**src/rtl/midi_key_transmitter_if.sv**
```systemverilog
// Key/control inputs and MIDI serial outputs of the key-to-MIDI transmitter.
// The master side drives keys and controls; the slave side is the transmitter.
interface midi_key_transmitter_if #(
    parameter int N_KEYS = 10
);
    logic [N_KEYS-1:0] key;
    logic              ena;
    logic [6:0]        prog;
    logic [4:0]        pitchshift;
    logic              tx;
    logic              busy;

    modport master (output key, ena, prog, pitchshift, input tx, busy);
    modport slave  (input key, ena, prog, pitchshift, output tx, busy);
endinterface

```
**src/rtl/midi_key_transmitter.sv**
```systemverilog
// Scans key lines and sends Note On/Off and Program Change messages on one MIDI
// channel, serialised 8N1 on tx with optional running status and clamped pitch shift.
module midi_key_transmitter #(
    parameter int N_KEYS         = 10,
    parameter int CHANNEL        = 0,
    parameter int BASE_NOTE      = 60,
    parameter int VELOCITY       = 100,
    parameter int CLKS_PER_BIT   = 3200,
    parameter int RUNNING_STATUS = 1
) (
    input  logic                   clk,
    input  logic                   rst,
    midi_key_transmitter_if.slave  bus
);
    localparam int IDX_W = (N_KEYS > 1) ? $clog2(N_KEYS) : 1;
    localparam int CNT_W = (CLKS_PER_BIT > 1) ? $clog2(CLKS_PER_BIT) : 1;
    localparam logic [CNT_W-1:0] CNT_LAST = CNT_W'(CLKS_PER_BIT - 1);
    localparam logic [7:0] CH_NIB  = 8'(CHANNEL & 15);
    localparam logic [7:0] ST_PC   = 8'hC0 | CH_NIB;
    localparam logic [7:0] ST_ON   = 8'h90 | CH_NIB;
    localparam logic [7:0] ST_OFF  = (RUNNING_STATUS != 0) ? ST_ON : (8'h80 | CH_NIB);
    localparam logic [7:0] VEL_ON  = 8'(VELOCITY);
    localparam logic [7:0] VEL_OFF = (RUNNING_STATUS != 0) ? 8'h00 : 8'h40;
    localparam logic signed [8:0] BASE_S = 9'(BASE_NOTE);

    typedef enum logic [2:0] {S_IDLE, S_SELECT, S_STATUS, S_DATA1, S_DATA2} state_t;

    function automatic logic [6:0] clamp_note(input logic signed [8:0] v);
        if (v < 9'sd0)
            return 7'd0;
        else if (v > 9'sd127)
            return 7'd127;
        else
            return v[6:0];
    endfunction

    state_t            state, state_nx;
    logic [N_KEYS-1:0] sounding;
    logic [6:0]        note_q [N_KEYS];
    logic [7:0]        last_status;
    logic              ls_valid;
    logic [6:0]        last_prog;
    logic              prog_init;
    logic              busy_q;
    logic [7:0]        msg_d1, msg_d2;
    logic              msg_two;

    logic [N_KEYS-1:0] want, need;
    logic              prog_pending, work;
    logic [IDX_W-1:0]  sel_idx;
    logic              sel_found;
    logic signed [8:0] idx_s, shift_s, note_sum;
    logic [6:0]        note_on;
    logic [7:0]        sel_status, sel_d1, sel_d2;
    logic              sel_two, sel_skip;

    logic              u_start, u_done, u_active, u_tx;
    logic [7:0]        u_din;
    logic [9:0]        u_sh;
    logic [3:0]        u_bit;
    logic [CNT_W-1:0]  u_cnt;

    assign want         = bus.key & {N_KEYS{bus.ena}};
    assign need         = want ^ sounding;
    assign prog_pending = prog_init | (bus.prog != last_prog);
    assign work         = prog_pending | (|need);

    // Lowest-index key whose wanted level differs from what is sounding.
    always_comb begin
        sel_idx   = '0;
        sel_found = 1'b0;
        for (int k = N_KEYS - 1; k >= 0; k--) begin
            if (need[k]) begin
                sel_idx   = IDX_W'(k);
                sel_found = 1'b1;
            end
        end
    end

    assign idx_s    = 9'(sel_idx);
    assign shift_s  = {{4{bus.pitchshift[4]}}, bus.pitchshift};
    assign note_sum = BASE_S + idx_s + shift_s;
    assign note_on  = clamp_note(note_sum);

    always_comb begin
        sel_status = ST_PC;
        sel_d1     = {1'b0, bus.prog};
        sel_d2     = 8'h00;
        sel_two    = 1'b0;
        if (!prog_pending) begin
            sel_two = 1'b1;
            if (want[sel_idx]) begin
                sel_status = ST_ON;
                sel_d1     = {1'b0, note_on};
                sel_d2     = VEL_ON;
            end else begin
                // Note Off always names the note latched at Note On time.
                sel_status = ST_OFF;
                sel_d1     = {1'b0, note_q[sel_idx]};
                sel_d2     = VEL_OFF;
            end
        end
        sel_skip = (RUNNING_STATUS != 0) && ls_valid && (sel_status == last_status);
    end

    // Each byte is launched on the cycle the previous one finishes, keeping frames contiguous.
    always_comb begin
        state_nx = state;
        u_start  = 1'b0;
        u_din    = sel_status;
        case (state)
            S_IDLE: if (work) state_nx = S_SELECT;
            S_SELECT: begin
                if (work) begin
                    u_start = 1'b1;
                    if (sel_skip) begin
                        u_din    = sel_d1;
                        state_nx = S_DATA1;
                    end else begin
                        state_nx = S_STATUS;
                    end
                end else begin
                    state_nx = S_IDLE;
                end
            end
            S_STATUS: begin
                if (u_done) begin
                    u_start  = 1'b1;
                    u_din    = msg_d1;
                    state_nx = S_DATA1;
                end
            end
            S_DATA1: begin
                if (u_done) begin
                    if (msg_two) begin
                        u_start  = 1'b1;
                        u_din    = msg_d2;
                        state_nx = S_DATA2;
                    end else begin
                        state_nx = S_IDLE;
                    end
                end
            end
            S_DATA2: if (u_done) state_nx = S_IDLE;
            default: state_nx = S_IDLE;
        endcase
    end

    always_ff @(posedge clk) begin
        if (rst) begin
            state       <= S_IDLE;
            sounding    <= '0;
            last_status <= 8'h00;
            ls_valid    <= 1'b0;
            last_prog   <= 7'd0;
            prog_init   <= 1'b1;
            busy_q      <= 1'b0;
        end else begin
            state  <= state_nx;
            busy_q <= (state != S_IDLE) | work;
            if (state == S_SELECT && work) begin
                last_status <= sel_status;
                ls_valid    <= 1'b1;
                if (prog_pending) begin
                    last_prog <= bus.prog;
                    prog_init <= 1'b0;
                end else begin
                    sounding[sel_idx] <= want[sel_idx];
                end
            end
        end
    end

    always_ff @(posedge clk) begin
        if (state == S_SELECT && !prog_pending && sel_found && want[sel_idx])
            note_q[sel_idx] <= note_on;
        if (state == S_SELECT) begin
            msg_d1  <= sel_d1;
            msg_d2  <= sel_d2;
            msg_two <= sel_two;
        end
    end

    // UART: frame is {stop, data[7:0], start}, shifted out LSB first.
    assign u_done = u_active && (u_cnt == CNT_LAST) && (u_bit == 4'd9);

    always_ff @(posedge clk) begin
        if (rst) begin
            u_active <= 1'b0;
            u_tx     <= 1'b1;
        end else if (u_start) begin
            u_active <= 1'b1;
            u_tx     <= 1'b0;
        end else if (u_active && u_cnt == CNT_LAST) begin
            if (u_bit == 4'd9)
                u_active <= 1'b0;
            else
                u_tx <= u_sh[1];
        end
    end

    always_ff @(posedge clk) begin
        if (u_start) begin
            u_sh  <= {1'b1, u_din, 1'b0};
            u_cnt <= '0;
            u_bit <= 4'd0;
        end else if (u_active) begin
            if (u_cnt == CNT_LAST) begin
                u_cnt <= '0;
                u_bit <= u_bit + 4'd1;
                u_sh  <= {1'b1, u_sh[9:1]};
            end else begin
                u_cnt <= u_cnt + CNT_W'(1);
            end
        end
    end

    assign bus.tx   = u_tx;
    assign bus.busy = busy_q;
endmodule

```
**src/flat_wrapper.sv**
```systemverilog
// flat-port wrapper written by rule: the top's interface ports become plain ports
module midi_key_transmitter_flat 
#(
    parameter int N_KEYS         = 10,
    parameter int CHANNEL        = 0,
    parameter int BASE_NOTE      = 60,
    parameter int VELOCITY       = 100,
    parameter int CLKS_PER_BIT   = 3200,
    parameter int RUNNING_STATUS = 1
)
  (clk, rst, bus_key, bus_ena, bus_prog, bus_pitchshift, bus_tx, bus_busy);
  midi_key_transmitter_if #(.N_KEYS(N_KEYS)) bus_i ();
  input  logic clk;
  input  logic rst;
  input wire logic [$bits(bus_i.key)-1:0] bus_key;
  input wire logic [$bits(bus_i.ena)-1:0] bus_ena;
  input wire logic [$bits(bus_i.prog)-1:0] bus_prog;
  input wire logic [$bits(bus_i.pitchshift)-1:0] bus_pitchshift;
  output wire logic [$bits(bus_i.tx)-1:0] bus_tx;
  output wire logic [$bits(bus_i.busy)-1:0] bus_busy;
  assign bus_i.key = bus_key;
  assign bus_i.ena = bus_ena;
  assign bus_i.prog = bus_prog;
  assign bus_i.pitchshift = bus_pitchshift;
  assign bus_tx = bus_i.tx;
  assign bus_busy = bus_i.busy;
  midi_key_transmitter #(.N_KEYS(N_KEYS), .CHANNEL(CHANNEL), .BASE_NOTE(BASE_NOTE), .VELOCITY(VELOCITY), .CLKS_PER_BIT(CLKS_PER_BIT), .RUNNING_STATUS(RUNNING_STATUS)) u_core (.clk(clk), .rst(rst), .bus(bus_i));
endmodule
```
**config.mk**
```make
export PLATFORM = sky130hd
export DESIGN_NAME = midi_key_transmitter_flat
export DESIGN_NICKNAME = d
export VERILOG_FILES = /design/src/rtl/midi_key_transmitter_if.sv /design/src/rtl/midi_key_transmitter.sv /design/src/flat_wrapper.sv
export SDC_FILE = /design/constraint.sdc
export NUM_CORES = 1
export LEC_CHECK = 0
export BUFFER_PORTS_ARGS = -buffer_cell sky130_fd_sc_hd__buf_2
export CELL_PAD_IN_SITES_DETAIL_PLACEMENT = 1
export CELL_PAD_IN_SITES_GLOBAL_PLACEMENT = 1
export CORE_MARGIN = 3
export CORE_UTILIZATION = 40
export CTS_CLUSTER_DIAMETER = 200
export DETAILED_ROUTE_END_ITERATION = 8
export PLACE_DENSITY_LB_ADDON = 0.25
export SYNTH_ARGS = -nofsm -noshare
export SYNTH_HDL_FRONTEND = slang
export SYNTH_SLANG_ARGS = --single-unit
```
**constraint.sdc**
```tcl
create_clock -name clk -period 6.46 [get_ports clk]
set_input_delay 0 -clock clk [delete_from_list [all_inputs] [get_ports clk]]
set_output_delay 0 -clock clk [all_outputs]
set_load 0.01 [all_outputs]
```
Yosys cells after proc, flatten, opt, wreduce, memory -nomap -nowiden:

Memories as Yosys holds them, arrays and structs flattened.
Cells that the tools add are included.

* flip-flop bits (word level): 75
* RAM bits: 70
* bits of input ports: 25
* output and inout port bits: 2
* logic and storage cells: 130
* memories: 1

* $add $sub $neg: 4
* magnitude comparators: 4
* equal/unequal tests: 13
* mux-type cells: 63
* bitwise gates (word level): 6
* reductions and logical operators: 23

Memory list
* u_core.note_q: depth 10, bits a word 7, read ports 1, clocked after memory_dff 0, write ports 1, RTL line midi_key_transmitter.sv:39 `logic [6:0] note_q [N_KEYS];`

Operator list (number)
* two-way mux 8 bit: 6
* two-way mux 4 bit: 10
* two-way mux 7 bit: 5
* two-way mux 9 bit: 3
* two-way mux 1 bit: 26
* case mux 8 bit (3 select lines): 1
* two-way mux 3 bit: 5
* case mux 3 bit (5 select lines): 1
* adder 12 x 1 -> 12 bit, second input constant: 1
* == test 12 bit, second input constant: 1
* two-way mux 12 bit: 1
* AND reduction 2 bit: 6
* bitwise AND 10 bit: 1
* bitwise mux 10 bit: 1
* != test 2 x 1 -> 1 bit, second input constant: 5
* OR reduction 10 bit: 1
* XOR 10 bit: 1
* adder 8 x 5 -> 9 bit: 1
* > comparator 9 x 8 -> 1 bit, second input constant: 1
* < comparator 9 x 1 -> 1 bit, second input constant: 1
* == test 8 bit: 1
* logical AND 1 bit: 8
* nonzero test 2 bit: 4
* adder 6 x 4 -> 7 bit, first input constant: 1
* 18 further kinds: 21

Longest topological paths before layout:

Gate-level depths: netlist (run 1).

* depth after elaboration: 23
* depth in mapped cells: 21
* gate-level depth less buffers: 17

Least setup slack after synthesis (run 1):

Ideal clock, no wire load.

* path kind: reg2reg
* start point: reg u_core.sounding[4]
* end point: reg u_core.u_sh[7], data pin
* library setup time: 0.128 ns
* arrival: 4.126 ns
* data required time: 6.332 ns
* setup slack: 2.205 ns
* stages on the path, launching flop included: 18
* buffers on the path: 2
* clock period less this slack: 4.255 ns
* path through: dfxtp_1 and4bb_1 a22oi_1 o2bb2a_1 buf_2 nor3_2 clkbuf_1 ha_1 ha_1 a21oi_1 nand2_1 and3b_1 nor3_1 xnor2_1 a211oi_1 nor2b_1 a211o_1 a21o_1

* word-level cells in the longest chain between the ends: 17
* elaborated cells between the ends (all ways): 25
* those cells by class: 2 x add/sub; 2 x order compare; 17 x mux; 2 x bitwise; 1 x reduce/logical; 1 x memory

Ends and longest elaborated chain
* start: declaration: RTL line midi_key_transmitter.sv:38 `logic [N_KEYS-1:0] sounding;`
* start signal: indexed assignment: RTL line midi_key_transmitter.sv:168 `sounding[sel_idx] <= want[sel_idx];`
* XOR 10 bit (*): RTL line midi_key_transmitter.sv:64 `assign need = want ^ sounding;`
* two-way mux 4 bit (*) (5 in series): RTL line midi_key_transmitter.sv:73 `if (need[k]) begin`
* adder 6 x 4 -> 7 bit (*): RTL line midi_key_transmitter.sv:82 `assign note_sum = BASE_S + idx_s + shift_s;`
* adder 8 x 5 -> 9 bit (*): RTL line midi_key_transmitter.sv:82
* > comparator 9 x 8 -> 1 bit: RTL line midi_key_transmitter.sv:31 `else if (v > 9'sd127)`
* two-way mux 7 bit: RTL line midi_key_transmitter.sv:31
* two-way mux 7 bit (*): RTL line midi_key_transmitter.sv:29 `if (v < 9'sd0)`
* named net u_core.note_on[6]: RTL line midi_key_transmitter.sv:53 `logic [6:0] note_on;`
* two-way mux 7 bit (*): RTL line midi_key_transmitter.sv:92 `if (want[sel_idx]) begin`
* two-way mux 8 bit (*): RTL line midi_key_transmitter.sv:90 `if (!prog_pending) begin`
* two-way mux 8 bit (*): RTL line midi_key_transmitter.sv:116 `if (sel_skip) begin`
* two-way mux 8 bit (*): RTL line midi_key_transmitter.sv:114 `if (work) begin`
* case mux 8 bit (3 select lines) (*): RTL line midi_key_transmitter.sv:111 `case (state)`
* two-way mux 9 bit (*): RTL line midi_key_transmitter.sv:203 `if (u_start) begin`
* end signal: assignment: RTL line midi_key_transmitter.sv:204 `u_sh <= {1'b1, u_din, 1'b0};`
* end signal: assignment: RTL line midi_key_transmitter.sv:211 `u_sh <= {1'b1, u_sh[9:1]};`
* end: declaration: RTL line midi_key_transmitter.sv:59 `logic [9:0] u_sh;`

The timed path passes the listed nets; every way through them passes the cells marked *. The select of a mux whose other input is x is not followed.
A chain may end at the register's enable or synchronous reset.

Worst setup path after layout (run 1):

* start point: reg u_core.sounding[9]
* end point: reg u_core.msg_d1[3], data pin

* word-level cells in the longest chain between the ends: 18
* elaborated cells between the ends (all ways): 22
* those cells by class: 2 x add/sub; 2 x order compare; 16 x mux; 1 x bitwise; 1 x memory

Ends and longest elaborated chain
* XOR 10 bit (*): RTL line midi_key_transmitter.sv:64
* two-way mux 4 bit (*) (10 in series): RTL line midi_key_transmitter.sv:73
* adder 6 x 4 -> 7 bit (*): RTL line midi_key_transmitter.sv:82
* adder 8 x 5 -> 9 bit (*): RTL line midi_key_transmitter.sv:82
* > comparator 9 x 8 -> 1 bit: RTL line midi_key_transmitter.sv:31
* two-way mux 7 bit: RTL line midi_key_transmitter.sv:31
* two-way mux 7 bit (*): RTL line midi_key_transmitter.sv:29
* named net u_core.note_on[3]: RTL line midi_key_transmitter.sv:53
* two-way mux 7 bit (*): RTL line midi_key_transmitter.sv:92
* two-way mux 8 bit (*): RTL line midi_key_transmitter.sv:90
* named net u_core.sel_d1[3]: RTL line midi_key_transmitter.sv:54 `logic [7:0] sel_status, sel_d1, sel_d2;`
* end signal: assignment: RTL line midi_key_transmitter.sv:178 `msg_d1 <= sel_d1;`
* end: declaration: RTL line midi_key_transmitter.sv:45 `logic [7:0] msg_d1, msg_d2;`

Marks and branches as above.

==> results of run 1 <==
synthesized netlist by cell type (3+ instances only):
cell type	count	area, um2
sky130_fd_sc_hd__buf_4	3	22.52
sky130_fd_sc_hd__nor2b_1	8	50.05
sky130_fd_sc_hd__nand2_1	78	292.8
sky130_fd_sc_hd__and4_1	3	26.28
sky130_fd_sc_hd__a222oi_1	3	30.03
sky130_fd_sc_hd__inv_1	16	60.06
sky130_fd_sc_hd__nor2_1	44	165.2
sky130_fd_sc_hd__a2bb2oi_1	10	87.58
sky130_fd_sc_hd__o21ai_0	19	95.09
sky130_fd_sc_hd__nand4_1	13	81.33
sky130_fd_sc_hd__a22oi_1	5	37.54
sky130_fd_sc_hd__nand2b_1	5	31.28
sky130_fd_sc_hd__clkbuf_1	14	52.55
sky130_fd_sc_hd__ha_1	15	187.7
sky130_fd_sc_hd__nor4_1	5	31.28
sky130_fd_sc_hd__nor3_1	7	35.03
sky130_fd_sc_hd__a211oi_1	8	60.06
sky130_fd_sc_hd__inv_2	4	15.01
sky130_fd_sc_hd__mux2i_1	21	210.2
sky130_fd_sc_hd__edfxtp_1	87	2613
sky130_fd_sc_hd__and3_1	11	68.82
sky130_fd_sc_hd__a21oi_1	45	225.2
sky130_fd_sc_hd__a31oi_1	5	31.28
sky130_fd_sc_hd__buf_2	8	40.04
sky130_fd_sc_hd__dfxtp_1	43	860.8
sky130_fd_sc_hd__xnor2_1	15	131.4
sky130_fd_sc_hd__a21o_1	6	45.04
sky130_fd_sc_hd__and2_1	6	37.54
sky130_fd_sc_hd__o211ai_1	14	105.1
sky130_fd_sc_hd__a32oi_1	8	70.07
sky130_fd_sc_hd__xor2_1	21	183.9
sky130_fd_sc_hd__o21ai_1	12	60.06
sky130_fd_sc_hd__nand3_1	18	90.09
sequential cells by signal, indices dropped and copies added (netlist names), 2 cells and up:
| name | flops |
|---|---|
| u_core.note_q | 70 |
| u_core.u_cnt | 12 |
| u_core.sounding | 10 |
| u_core.u_sh | 8 |
| u_core.last_prog | 7 |
| u_core.msg_d1 | 7 |
| u_core.u_bit | 4 |
| u_core.state | 3 |
| u_core.last_status | 2 |
worst max-delay path, cell delays in order (launching register included):
cell                       delay, ns
sky130_fd_sc_hd__dfxtp_1        0.35
sky130_fd_sc_hd__nor2b_1        0.16
sky130_fd_sc_hd__and2_0         0.16
sky130_fd_sc_hd__o32a_1         0.42
sky130_fd_sc_hd__a211oi_2       0.37
sky130_fd_sc_hd__nand2b_1       0.16
sky130_fd_sc_hd__buf_4          0.27
sky130_fd_sc_hd__clkinv_1       0.30
sky130_fd_sc_hd__ha_1           0.30
sky130_fd_sc_hd__fa_1           0.41
sky130_fd_sc_hd__nand3_1        0.10
sky130_fd_sc_hd__nand2_1        0.09
sky130_fd_sc_hd__and3b_1        0.19
sky130_fd_sc_hd__nor3_1         0.18
sky130_fd_sc_hd__xnor2_1        0.18
sky130_fd_sc_hd__a21oi_1        0.73
sky130_fd_sc_hd__mux2i_1        0.24
sky130_fd_sc_hd__o21ai_1        0.19
final cells by class:
class,instances,area (um2)
clock inverters,15,143.9
clock buffers,17,425.4
fillers,1771,8437
inverters,22,82.58
flip-flops and latches,130,3473
repair buffers,44,282.8
well taps,216,270.3
multi-input cells,457,3000
path summary, 6_finish.rpt:
kind	slack [ns]	from	to
setup reg to reg	1.47	u_core.sounding[9]	u_core.msg_d1[3]
setup / recovery	1.47	u_core.sounding[9]	u_core.msg_d1[3]
hold / removal	0.05	rst	u_core.u_active
hold reg to reg	0.48	u_core.last_prog[6]	u_core.last_prog[6]
routing by layer:
metal  part of all wire [%]  track usage [%]  vias up  wire [um]
li1                       -                -     2464          -
met1                     45            26.32     2549       8210
met2                     48            33.74      120       8821
met3                    4.3            4.421       30        788
met4                    2.3            7.055        0        418
met5                      0                0        -          0
power by group:
group          switching [mW]  leakage [nW]  total (mW)  internal [mW]
Combinational           0.213          1.42       0.323          0.110
Clock                   0.397         0.281       0.936          0.539
Sequential             0.0227          1.15       0.967          0.944
metrics by stage:
step           worst slack [ns]  util, %
2_1_floorplan             2.205        -
3_3_place_gp              1.738    43.68
3_5_place_dp              1.441    43.68
4_1_cts                   1.458    47.65
5_1_grt                   1.040    47.65
6_report                  1.468    47.65
repair_timing:
action | in CTS | in global routing
hold buffers | 7 | 0
buffers inserted | 0 | 0
setup endpoints to repair | 0 | 0
endpoints found under the hold margin | 11 | 0
cells by family (layout without fill, tap and decap cells):
family	count (synthesis)	count (layout)	share of synthesized area [%]
AND/OR/NAND/NOR	214	214	15.99
AO/OA/AOI/OAI	168	168	17.41
flip-flops	130	130	51.91
buffers and inverters	50	98	3.347
XOR/XNOR	36	36	4.712
multiplexers	23	23	3.534
adder cells (fa/ha/maj)	16	16	3.104
==> load_flow_metrics.sql, run 1 <==
INSERT INTO impl_metrics (metric_group, metric, value, unit) VALUES
('cells_and_area', 'area_delta_synth_final', '14.75', '%'),
('timing', 'setup_violations', '0', ''),
('synth', 'share_of_synthesized_flip_flops_with_an_asynchronous_set_or_reset', '0', '%'),
('timing', 'tns', '0', 'ns'),
('routing', 'drt-initial-drc-count', '387', ''),
('synth', 'yosys_most_used_dff', 'sky130_fd_sc_hd__edfxtp_1', ''),
('cts', 'post_cts.resized_instances', '0', ''),
('cts', 'clock_tree.buffer_depth', '2', ''),
('floorplan', 'core.rowCount', '46', ''),
('placement', 'io_buffers', '26', ''),
('placement', 'hpwl', '12920', 'um'),
('cts', 'cts_root_buffer', 'sky130_fd_sc_hd__clkbuf_16', ''),
('worst_setup_path', 'cp_required', '6.72', 'ns'),
('timing', 'grt_setup_unrepaired', 'no', ''),
('routing', 'drtPass1Iterations', '5', ''),
('worst_hold_path', 'hp-class', 'input pin to flop', ''),
('cts', 'numCtsBuffers', '17', ''),
('placement', 'dpl-instance-area', '7039', 'um2'),
('global_routing', 'grt_pass1_wl', '28860', 'um'),
('power_and_ir_drop', 'vdd_drop_max', '0.2069', 'mV'),
('cts', 'cts.htree.levels', '4', ''),
('timing', 'hold_slack', '0.05479', 'ns'),
('floorplan', 'ios', '27', ''),
('timing', 'clock-skew-final', '0.01210', 'ns'),
('global_routing', 'first_global_vias', '5379', ''),
('routing', 'wire_per_inst', '20.24', 'um'),
('cells_and_area', 'final_nets', '713', ''),
('synth', 'synth.yosys.seq_area_share', '51.91', '%'),
('routing', 'detail-route-antenna-nets', '0', ''),
('worst_setup_path', 'r2r.worst_path.cells', '17', ''),
('timing', 'final-hold-violation-count', '0', ''),
('global_routing', 'track_usage', '20.31', '%'),
('cells_and_area', 'antenna-diode-count', '0', ''),
('cells_and_area', 'most-common-layout-cells', 'sky130_fd_sc_hd__edfxtp_1, sky130_fd_sc_hd__nand2_1, sky130_fd_sc_hd__a21oi_1, sky130_fd_sc_hd__nor2_1, sky130_fd_sc_hd__dfxtp_1', ''),
('routing', 'vias', '5163', ''),
('synth', 'synth.yosys.warnings', '0', ''),
('worst_hold_path', 'hold_path_depth', '2', ''),
('synth', 'ys_seq_elements', '130', ''),
('power_and_ir_drop', 'post-layout-total-power', '2.226', 'mW'),
('worst_setup_path', 'worstSetupEndpointType', 'flop', ''),
('cells_and_area', 'layout-drive-gt1-share', '12.55', '%'),
('routing', 'post-route-drc-count', '0', ''),
('worst_setup_path', 'critPathLaunchType', 'flop', ''),
('timing', 'min_period', '4.992', 'ns'),
('placement', 'place.gp.congestion', '0.8798', ''),
('cts', 'clock_sinks', '130', ''),
('flow_run', 'max_cap_viol_count', '0', ''),
('global_routing', 'initial_antenna_violation_count', '0', ''),
('cells_and_area', 'design_area', '7679', 'um2'),
('timing', 'final.period_utilization', '77.27', '%'),
('synth', 'syn-cell-area', '6691', 'um2'),
('timing', 'number_of_max_slew_violations_in_the_final_report', '0', ''),
('worst_setup_path', 'cp.arrival', '5.25', 'ns'),
('cts', 'clock_insertion_delay_worst_skew', '0.43', 'ns'),
('global_routing', 'globalRouteOverflowTotal', '0', ''),
('timing', 'max_clock_freq', '200.3', 'MHz'),
('cts', 'tritoncts', 'built', ''),
('placement', 'cell_total_after_placement', '862', ''),
('floorplan', 'core_area', '16120', 'um2'),
('routing', 'post_drt_via_cell_ratio', '5.730', ''),
('cells_and_area', 'layout_commonest_cell', 'sky130_fd_sc_hd__edfxtp_1', ''),
('synth', 'postSynthNetCount', '678', ''),
('worst_setup_path', 'path_max_fanout', '24', ''),
('outcome', 'status', 'complete, no violations', ''),
('floorplan', 'fp.dieH', '135.3', 'um'),
('timing', 'timing_worst_slew_pin_value', '0.9657', 'ns'),
('floorplan', 'floorplan.die_area', '18320', 'um2'),
('routing', 'detail_route.wirelength', '18240', 'um'),
('power_and_ir_drop', 'total_leakage_power', '2.848', 'nW'),
('timing', 'slew_headroom', '35.38', '%'),
('worst_setup_path', 'worstSetupPathType', 'flop to flop', ''),
('synth', 'post_synth_inst_count', '637', ''),
('floorplan', 'start_util', '41.52', '%'),
('synth', 'synth_cell_type_count', '76', ''),
('power_and_ir_drop', 'power_per_standard_cell_area', '289.9', 'nW/um2'),
('synth', 'synth-edff-count', '87', ''),
('global_routing', 'grt_start_max_net_pins', '31', ''),
('cells_and_area', 'number_of_standard_cells_in_the_layout_taps_in_and_fillers_out', '901', ''),
('synth', 'syn_area_per_cell', '10.50', 'um2'),
('cts', 'cts.reportedPaths.clkPinSlew', '0.06', 'ns'),
('floorplan', 'dieWidth', '135.3', 'um');
(Power assumes the default switching activity.)
==> inputs of run 2 (changes only) <==
clock period = 4.4 ns   (was 6.46 ns; I/O delays follow)
==> run 2 against run 1 <==
  * Clock power is 62% higher
  * Non-clock buffer count grew 9
  * Via count grew 1.5%
  * Count of clock-buffer cells in the layout stayed put
  * Cell count increased by 1.0%
  * Hold slack better by 0.014 ns
  * Fmax up 20%
  * Die area stayed put
  * Sequential cell count is the same
==> load_flow_metrics.sql, run 2 (synthesis gave the netlist of run 1 again) <==
INSERT INTO impl_metrics (metric_group, metric, value, unit) VALUES
('placement', 'place.gp.congestion', '0.9115', ''),
('cells_and_area', 'design_area', '7854', 'um2'),
('timing', 'clock-skew-final', '0.006578', 'ns'),
('placement', 'dp_worst_setup_slack', '-0.1502', 'ns'),
('cells_and_area', 'number_of_standard_cells_in_the_layout_taps_in_and_fillers_out', '910', ''),
('placement', 'cell_total_after_placement', '868', ''),
('cells_and_area', 'largest-register', 'u_core.note_q', ''),
('global_routing', 'grt_pass1_wl', '29770', 'um'),
('worst_setup_path', 'cp.arrival', '4.33', 'ns'),
('cells_and_area', 'layout-drive-gt1-share', '14.55', '%'),
('worst_setup_path', 'path_max_fanout', '5', ''),
('routing', 'highest_layer', 'met4', ''),
('cells_and_area', 'sequential_cell_area', '3475', 'um2'),
('cells_and_area', 'area_delta_synth_final', '17.37', '%'),
('floorplan', 'fp.dieH', '135.3', 'um'),
('routing', 'met3_length', '559', 'um'),
('timing', 'fin_ws', '0.2393', 'ns'),
('placement', 'hpwl', '13220', 'um'),
('routing', 'vias', '5243', ''),
('floorplan', 'core.rowCount', '46', ''),
('routing', 'post-route-drc-count', '0', ''),
('routing', 'drt-initial-drc-count', '356', ''),
('worst_setup_path', 'critPathLaunchType', 'flop', ''),
('outcome', 'status', 'complete, no violations', ''),
('cts', 'tritoncts', 'built', ''),
('power_and_ir_drop', 'power_per_standard_cell_area', '438.9', 'nW/um2'),
('worst_setup_path', 'worstSetupPathType', 'flop to flop', ''),
('timing', 'min_period', '4.161', 'ns'),
('timing', 'final-hold-violation-count', '0', ''),
('cts', 'cts.reportedPaths.clkPinSlew', '0.06', 'ns'),
('timing', 'final.period_utilization', '94.56', '%'),
('timing', 'tns', '0', 'ns'),
('power_and_ir_drop', 'total_leakage_power', '2.917', 'nW'),
('routing', 'detail_route.wirelength', '18830', 'um'),
('cells_and_area', 'layout_commonest_cell', 'sky130_fd_sc_hd__edfxtp_1', ''),
('timing', 'timing_worst_slew_pin_value', '0.9573', 'ns'),
('floorplan', 'ios', '27', ''),
('floorplan', 'core_area', '16120', 'um2'),
('cells_and_area', 'most-common-layout-cells', 'sky130_fd_sc_hd__edfxtp_1, sky130_fd_sc_hd__nand2_1, sky130_fd_sc_hd__nor2_1, sky130_fd_sc_hd__dfxtp_1, sky130_fd_sc_hd__a21oi_1', ''),
('cells_and_area', 'largest_register_ff_count', '70', ''),
('cts', 'clock_insertion_delay_worst_skew', '0.42', 'ns'),
('floorplan', 'dieWidth', '135.3', 'um'),
('cts', 'cts.htree.levels', '4', ''),
('timing', 'number_of_max_slew_violations_in_the_final_report', '0', ''),
('routing', 'total_met2_wirelength_after_detailed_routing', '9002', 'um'),
('timing', 'grt_setup_unrepaired', 'yes', ''),
('placement', 'io_buffers', '26', ''),
('worst_setup_path', 'cp_required', '4.57', 'ns'),
('power_and_ir_drop', 'post-layout-total-power', '3.447', 'mW'),
('floorplan', 'floorplan.die_area', '18320', 'um2'),
('global_routing', 'globalRouteOverflowTotal', '0', ''),
('cells_and_area', 'biggestRegsByFlops', 'u_core.note_q x70, u_core.u_cnt x12, u_core.sounding x10', ''),
('cts', 'clock_sinks', '130', ''),
('cts', 'clock_tree.buffer_depth', '2', ''),
('cells_and_area', 'multi_input_area', '3047', 'um2'),
('cells_and_area', 'antenna-diode-count', '0', ''),
('worst_hold_path', 'hp-class', 'input pin to flop', ''),
('placement', 'dpl-instance-area', '7084', 'um2'),
('cts', 'cts_root_buffer', 'sky130_fd_sc_hd__clkbuf_16', ''),
('routing', 'detail-route-antenna-nets', '0', ''),
('worst_setup_path', 'worstSetupEndpointType', 'flop', ''),
('power_and_ir_drop', 'vdd_drop_max', '0.3315', 'mV'),
('routing', 'drtPass1Iterations', '5', ''),
('routing', 'post_drt_via_cell_ratio', '5.762', ''),
('cts', 'numCtsBuffers', '17', ''),
('cells_and_area', 'final_nets', '722', ''),
('routing', 'wire_per_inst', '20.69', 'um'),
('flow_run', 'max_cap_viol_count', '0', ''),
('cells_and_area', 'fill_cells', '1774', ''),
('routing', 'detail_route.wirelength.met1', '8836', 'um'),
('global_routing', 'track_usage', '20.94', '%'),
('global_routing', 'initial_antenna_violation_count', '0', ''),
('global_routing', 'grt_start_max_net_pins', '28', ''),
('floorplan', 'start_util', '41.52', '%'),
('timing', 'max_clock_freq', '240.3', 'MHz'),
('timing', 'setup_violations', '0', ''),
('timing', 'slew_headroom', '36.18', '%'),
('global_routing', 'first_global_vias', '5382', '');
-- run 2: cell types whose count changed in the layout (fill, tap and decap cells not counted), moves of 2 or more --
cell / before / now
sky130_fd_sc_hd__a21oi_1: 45 / 41
sky130_fd_sc_hd__a21oi_4: 0 / 3
sky130_fd_sc_hd__buf_4: 11 / 20
sky130_fd_sc_hd__bufinv_16: 1 / 4
sky130_fd_sc_hd__clkinvlp_4: 1 / 3
sky130_fd_sc_hd__inv_6: 9 / 4
-- run 2: metrics by stage --
step	util, %	hold slack (ns)
5_1_grt	48.73	0.07405
2_1_floorplan	-	0.1360
3_3_place_gp	43.96	0.2889
3_5_place_dp	43.96	0.2986
4_1_cts	48.30	0.03944
6_report	48.73	0.06911
-- run 2: worst paths after layout --
kind                            start             endpoint  slack [ns]  cells past startpoint
setup / recovery   u_core.sounding[9]       u_core.u_sh[7]        0.24                     17
hold / removal                    rst      u_core.ls_valid        0.07                      2
setup reg to reg   u_core.sounding[9]       u_core.u_sh[7]        0.24                     17
hold reg to reg   u_core.last_prog[3]  u_core.last_prog[3]        0.47                      2
-- run 2: power by group --
group | total [mW] | internal, mW | switching (mW)
sequential | 1.42 | 1.39 | 0.0344
clock | 1.52 | 0.953 | 0.567
combinational | 0.506 | 0.176 | 0.331
total | 3.45 | 2.51 | 0.932
-- run 2: final cells by class --
class / instances / share of cell area (%)
Timing Repair Buffer: 53 / 4.461
Inverter: 22 / 1.051
Tap cell: 216 / 3.441
Sequential cell: 130 / 44.24
Multi-Input combinational cell: 457 / 38.79
Clock inverter: 15 / 2.597
Clock buffer: 17 / 5.417
-- run 2: per-layer routing --
metal	global-route usage, %	vias up
met1	28.48	2633
li1	-	2480
met5	0	-
met3	3.900	32
met2	33.63	98
met4	7.503	0
-- run 2: critical path, stage by stage, from the launching register on --
cell and delay, ns:
sky130_fd_sc_hd__dfxtp_1 0.35, sky130_fd_sc_hd__nor2b_1 0.16, sky130_fd_sc_hd__and2_0 0.16, sky130_fd_sc_hd__o32a_1 0.42, sky130_fd_sc_hd__a211oi_2 0.27, sky130_fd_sc_hd__nand2b_1 0.17
sky130_fd_sc_hd__clkinv_1 0.09, sky130_fd_sc_hd__ha_1 0.22, sky130_fd_sc_hd__fa_1 0.40, sky130_fd_sc_hd__nand3_1 0.10, sky130_fd_sc_hd__nand2_1 0.11, sky130_fd_sc_hd__and3b_1 0.21
sky130_fd_sc_hd__nor3_1 0.28, sky130_fd_sc_hd__xnor2_2 0.23, sky130_fd_sc_hd__a211oi_1 0.12, sky130_fd_sc_hd__nor2b_1 0.15, sky130_fd_sc_hd__a211o_1 0.29, sky130_fd_sc_hd__a21o_1 0.16
-- run 2: repair_timing --
item,CTS,global route
setup endpoints to repair,6,50
hold buffers,7,0
gates resized for setup,0,10
buffers inserted,0,3
endpoints found under the hold margin,11,0
pin swaps,0,1
